[src/rtl/posit_round_pkg.sv]
// Shared widths, scheduler state encoding and the posit rounding helper.
package posit_round_pkg;

    localparam int unsigned WORD_W = 32;
    localparam int unsigned UNR_W  = 64;

    typedef enum logic [1:0] {
        IDLE  = 2'd0,
        RUN   = 2'd1,
        DRAIN = 2'd2
    } sched_state_t;

    // Round to nearest on the guard bit; the carry out of bit 31 is dropped.
    function automatic logic [WORD_W-1:0] round_word(input logic [UNR_W-1:0] w);
        return w[UNR_W-1:WORD_W] + {{(WORD_W-1){1'b0}}, w[WORD_W-1]};
    endfunction

endpackage

[src/rtl/posit_rr_arbiter.sv]
// Round-robin arbiter: one-hot grant, priority rotates past the last accepted requester.
module posit_rr_arbiter #(
    parameter int unsigned NUM_REQ = 4,
    parameter int unsigned IDX_W   = $clog2(NUM_REQ)
) (
    input  logic               clk_i,
    input  logic               rst_ni,
    input  logic [NUM_REQ-1:0] req_i,
    input  logic               grant_en_i,
    input  logic               accept_i,
    output logic [NUM_REQ-1:0] grant_o,
    output logic [IDX_W-1:0]   grant_idx_o
);

    logic [IDX_W-1:0] ptr_q;
    logic [IDX_W-1:0] cand_idx;
    int unsigned      cand;
    logic             found;

    always_comb begin
        grant_o     = '0;
        grant_idx_o = '0;
        found       = 1'b0;
        cand        = 0;
        cand_idx    = '0;
        for (int unsigned off = 1; off <= NUM_REQ; off++) begin
            cand     = (32'(ptr_q) + off) % NUM_REQ;
            cand_idx = cand[IDX_W-1:0];
            if (!found && req_i[cand_idx]) begin
                found             = 1'b1;
                grant_o[cand_idx] = grant_en_i;
                grant_idx_o       = cand_idx;
            end
        end
    end

    // Pointer holds the last granted index; resetting to the top gives requester 0 priority.
    always_ff @(posedge clk_i or negedge rst_ni) begin
        if (!rst_ni) begin
            ptr_q <= IDX_W'(NUM_REQ - 1);
        end else if (accept_i) begin
            ptr_q <= grant_idx_o;
        end
    end

endmodule

[src/rtl/posit_round_sched.sv]
// Shares one registered posit rounding datapath among NUM_REQ producers, round-robin.
module posit_round_sched
    import posit_round_pkg::*;
#(
    parameter int unsigned NUM_REQ = 4,
    parameter int unsigned ID_W    = $clog2(NUM_REQ)
) (
    input  logic                     clk,
    input  logic                     rst_n,
    input  logic                     en,
    input  logic [NUM_REQ-1:0]       req_valid,
    input  logic [NUM_REQ*UNR_W-1:0] req_data,
    output logic [NUM_REQ-1:0]       req_ready,
    output logic                     out_valid,
    input  logic                     out_ready,
    output logic [WORD_W-1:0]        out_data,
    output logic [ID_W-1:0]          out_id,
    output logic                     idle
);

    sched_state_t state_q, state_d;

    logic              s1_valid_q;
    logic [UNR_W-1:0]  s1_word_q;
    logic [ID_W-1:0]   s1_id_q;
    logic              s2_valid_q;
    logic [WORD_W-1:0] s2_data_q;
    logic [ID_W-1:0]   s2_id_q;

    logic               s2_adv;
    logic               s1_free;
    logic               pipe_empty;
    logic               grant_en;
    logic               accept;
    logic [NUM_REQ-1:0] grant;
    logic [ID_W-1:0]    grant_idx;
    logic [UNR_W-1:0]   grant_word;

    assign s2_adv     = !s2_valid_q || out_ready;
    assign s1_free    = !s1_valid_q || s2_adv;
    assign pipe_empty = !s1_valid_q && !s2_valid_q;
    // en gates grants combinationally so a falling en blocks the same cycle.
    assign grant_en   = (state_q == RUN) && en && s1_free;
    assign accept     = |(req_valid & grant);
    assign grant_word = req_data[32'(grant_idx) * UNR_W +: UNR_W];

    posit_rr_arbiter #(
        .NUM_REQ (NUM_REQ),
        .IDX_W   (ID_W)
    ) u_arbiter (
        .clk_i       (clk),
        .rst_ni      (rst_n),
        .req_i       (req_valid),
        .grant_en_i  (grant_en),
        .accept_i    (accept),
        .grant_o     (grant),
        .grant_idx_o (grant_idx)
    );

    always_comb begin
        state_d = state_q;
        unique case (state_q)
            IDLE: begin
                if (en) state_d = RUN;
            end
            RUN: begin
                if (!en) state_d = pipe_empty ? IDLE : DRAIN;
            end
            DRAIN: begin
                if (en) begin
                    state_d = RUN;
                end else if (pipe_empty) begin
                    state_d = IDLE;
                end
            end
            default: state_d = IDLE;
        endcase
    end

    always_ff @(posedge clk or negedge rst_n) begin
        if (!rst_n) begin
            state_q <= IDLE;
        end else begin
            state_q <= state_d;
        end
    end

    always_ff @(posedge clk or negedge rst_n) begin
        if (!rst_n) begin
            s1_valid_q <= 1'b0;
            s1_word_q  <= '0;
            s1_id_q    <= '0;
            s2_valid_q <= 1'b0;
            s2_data_q  <= '0;
            s2_id_q    <= '0;
        end else begin
            if (s1_free) begin
                s1_valid_q <= accept;
                if (accept) begin
                    s1_word_q <= grant_word;
                    s1_id_q   <= grant_idx;
                end
            end
            if (s2_adv) begin
                s2_valid_q <= s1_valid_q;
                if (s1_valid_q) begin
                    s2_data_q <= round_word(s1_word_q);
                    s2_id_q   <= s1_id_q;
                end
            end
        end
    end

    assign req_ready = grant;
    assign out_valid = s2_valid_q;
    assign out_data  = s2_data_q;
    assign out_id    = s2_id_q;
    assign idle      = (state_q == IDLE);

endmodule
[config.mk]
export PLATFORM = sky130hd
export DESIGN_NAME = posit_round_sched
export DESIGN_NICKNAME = d
export VERILOG_FILES = /design/src/rtl/posit_round_pkg.sv /design/src/rtl/posit_rr_arbiter.sv /design/src/rtl/posit_round_sched.sv
export SDC_FILE = /design/constraint.sdc
export NUM_CORES = 1
export LEC_CHECK = 0
export CAP_MARGIN = 40
export CORE_AREA = 2 2 120 122
export DETAILED_ROUTE_END_ITERATION = 10
export DIE_AREA = 0 0 122 124
export PLACE_DENSITY = 0.73
export SYNTH_ARGS = -nofsm -noshare
export SYNTH_HDL_FRONTEND = slang
export SYNTH_HIERARCHICAL = 1
export SYNTH_SLANG_ARGS = --single-unit
[constraint.sdc]
create_clock -name clk -period 7.6 [get_ports clk]
set_input_delay 0.76 -clock clk [delete_from_list [all_inputs] [get_ports clk]]
set_output_delay 0.76 -clock clk [all_outputs]
set_load 0.03 [all_outputs]
==> impl_metrics.py <==
metrics = {
    "worst_setup_path": {
        "startpoint_type": "register",
        "required_ps": 7810,
        "r2r_end": "s1_word_q[39]$_DFFE_PN0P_",
        "worst_ep_arrival_time_ps": 4470,
        "end_kind": "register",
        "reg2reg_slack_ps": 3340,
        "path_class": "reg -> reg",
        "reg2reg_from": "u_arbiter/ptr_q[0]$_DFFE_PN1P_",
        "worstPathMaxFanout": 21,
        "rr_worst_depth": 8,
    },
    "floorplanning": {
        "fp-row-count": 43,
        "dieWidth_um": 122,
        "die-area_um2": 15130,
        "die_h_um": 124,
        "io_pins": 304,
        "core_area_um2": 13720,
        "initial_core_util_pct": 34.87,
    },
    "power_and_ir_drop": {
        "ir_worst_vdd_v": 0.0002378,
        "leakage_nw": 2.649,
        "power_per_cell_area_nw_per_um2": 421.4,
    },
    "routing": {
        "vias_per_cell": 5.412,
        "ant_nets": 0,
        "wire_per_inst_um": 17.46,
        "dr.pass1.iters": 4,
        "drt_iter0_drc": 234,
        "drt_wl_total_um": 13270,
        "num_vias": 4113,
        "drc": 0,
    },
    "global_routing": {
        "antenna_found_initial": 0,
        "grt_pass1_wl_um": 20510,
        "grt_max_degree": 64,
        "grt_use_total_pct": 17.53,
        "grt_pass1_vias": 4128,
        "gr-total-overflow": 0,
    },
    "clock_network": {
        "ctsResizeCount": 0,
        "clock_path_buffers": 2,
        "ctsHtreeMaxLevel": 3,
        "cts.sinks": 75,
        "cts_setup_buffers": 0,
        "hold_buffers": 0,
        "clk_latency_ps": 330,
        "cts_root_buf": "clkbuf_16",
        "cts_made_buffers": 9,
        "clkTransAtPathRegs_ps": 60,
        "cts_tree": "yes",
    },
    "final_layout": {
        "fin_area_um2": 7042,
        "finish.net_count": 851,
        "fillCellCount": 1238,
        "drive_gt1_share_pct": 18.62,
        "areaGrowthSynthToFinish_pct": 47.21,
        "fin_util_pct": 51.33,
        "seqCellArea_um2": 1879,
        "multiInputGateArea_um2": 2771,
        "num_antenna_cells": 0,
    },
    "yosys": {
        "yosysWarnings": 6,
        "synth.largest_area_cell": "dfrtp_1",
        "synthCells": 410,
        "syn_area_um2": 4783,
        "syn_nets": 685,
        "syn_avg_cell_area_um2": 11.67,
        "ys_seq_elements": 75,
        "postSynth.asyncResetShare_pct": 100.0,
        "synth_ff_type": "dfrtp_1",
        "synth-seq-area-share_pct": 39.29,
        "synth_edf_count": 0,
        "synth_top_area_share_pct": 38.19,
        "synth.area.top_cells": "dfrtp_1 38%, mux4_2 16%, mux2_2 9.2%",
        "synth_commonest_cells": "73 x dfrtp_1, 39 x mux2_2, 38 x nor2_1",
        "synth.most_common_cell": "dfrtp_1",
        "synth_cell_type_count": 50,
    },
    "timing": {
        "tns_ps": 0,
        "max_freq_ghz": 0.2349,
        "period_minus_slack_ps": 4256,
        "setup_violations": 0,
        "worst_slew_pin_slew_ps": 915.8,
        "setup_slack_ps": 3344,
        "hold_viol": 0,
        "clock_skew_ps": 5.842,
        "rsz0062_at_grt": "false",
        "final.period_utilization_pct": 56.01,
        "finalMaxSlewViolations": 0,
        "relSlewSlack_pct": 38.94,
    },
    "placed_design": {
        "pre_cts_ws_ps": 3051,
        "dpl.hpwl_um": 10280,
        "placed_area_um2": 6746,
        "gp_congestion": 0.7685,
        "io_buffers": 179,
    },
    "min_path": {
        "holdCritPathClass": "in -> async",
    },
    "job": {
        "cap_violations": 0,
    },
    "status": {
        "status": "completed",
    },
}
-- through the flow --
stage,total power (W),cells,hold slack [ps]
floorplan,0.002002,410,464.4
global placement,0.002500,743,477.4
detailed placement,0.002575,745,480.5
CTS,0.003006,760,387.0
global route,0.003174,760,398.8
finish,0.002967,760,374.1
-- area by class of cell --
class	count	area share, %
Clock inverter	2	0.4975
Inverter	5	0.2665
Timing Repair Buffer	183	26.30
Tap cell	180	3.198
Multi-Input combinational cell	302	39.36
Sequential cell	75	26.69
Clock buffer	13	3.696
-- per-layer routing --
layer / wire length (um) / vias to the layer above / share of wire (%) / global-route usage (%)
li1: - / 1932 / - / -
met1: 5164 / 2013 / 39 / 21.17
met2: 6944 / 152 / 52 / 30.97
met3: 929 / 16 / 7.0 / 4.075
met4: 227 / 0 / 1.7 / 5.675
met5: 0 / - / 0 / 0
-- sequential cells by signal, summed over array words and instances (netlist names) --
signal and cells:
s1_word_q 33, out_data 32, out_id 2, s1_id_q 2
state_q 2, u_arbiter/ptr_q 2, out_valid 1, s1_valid_q 1
-- where the power goes --
group          switching (W)  internal (W)
Combinational       0.000856      0.000876
Clock               0.000152      0.000270
Sequential          0.000204      0.000610
-- kinds of logic (layout without fill, tap and decap cells) --
kind of cell               after synthesis  in the layout  synth area share (%)
adders and majority gates               11             11                 2.877
xor gates and xnor gates                11             11                 2.014
buffers and inverters                   33            203                 3.217
AOI/OAI and AO/OA                       75             75                 10.52
DFF                                     75             75                 39.29
and+or+nand+nor                        126            126                 14.73
muxes                                   79             79                 27.36
-- worst max-delay path, cell delays in order (launching register included) --
cell and delay [ps]:
dfstp_2 770, inv_1 200, ha_1 420, mux4_2 460
o21bai_1 260, a21oi_4 630, buf_4 500, mux4_2 590
mux2_2 290
-- how the worst max path moves through the flow --
| stage | from | end | slack [ps] | cells after the start |
|---|---|---|---|---|
| global route | u_arbiter/ptr_q[0]$_DFFE_PN1P_ | s1_word_q[39]$_DFFE_PN0P_ | 3070 | 8 |
| floorplan | u_arbiter/ptr_q[0]$_DFFE_PN1P_ | s1_id_q[0]$_DFFE_PN0P_ | 4030 | 13 |
| detailed placement | req_valid[2] | s1_word_q[39]$_DFFE_PN0P_ | 3050 | 8 |
| global placement | req_valid[2] | s1_word_q[39]$_DFFE_PN0P_ | 3150 | 8 |
| finish | u_arbiter/ptr_q[0]$_DFFE_PN1P_ | s1_word_q[39]$_DFFE_PN0P_ | 3340 | 8 |
| CTS | u_arbiter/ptr_q[0]$_DFFE_PN1P_ | s1_word_q[39]$_DFFE_PN0P_ | 3280 | 8 |
-- layout by cell type, fill, tap and decap left out, types with 2 or more instances in the layout --
cell type / count
dfrtp_1: 73
dfstp_2: 2
nor2_1: 37
mux2i_1: 3
clkbuf_8: 2
clkdlybuf4s50_1: 178
clkbuf_1: 2
ha_1: 11
xnor2_1: 2
nand2_1: 18
mux4_2: 35
and4_1: 4
mux2_2: 39
a31oi_1: 18
o31ai_1: 14
a21oi_1: 13
nor2b_1: 2
nor2b_4: 2
and3_1: 5
or3_1: 5
o21ai_0: 8
or4_1: 14
nor3_1: 2
nand2b_1: 3
xor2_1: 9
buf_4: 3
nand3_1: 10
a22oi_1: 3
a22o_1: 4
and2_1: 5
inv_1: 5
nand4_1: 12
o21a_1: 4
clkbuf_16: 9
No activity file was read; power rests on OpenSTA's default activity.
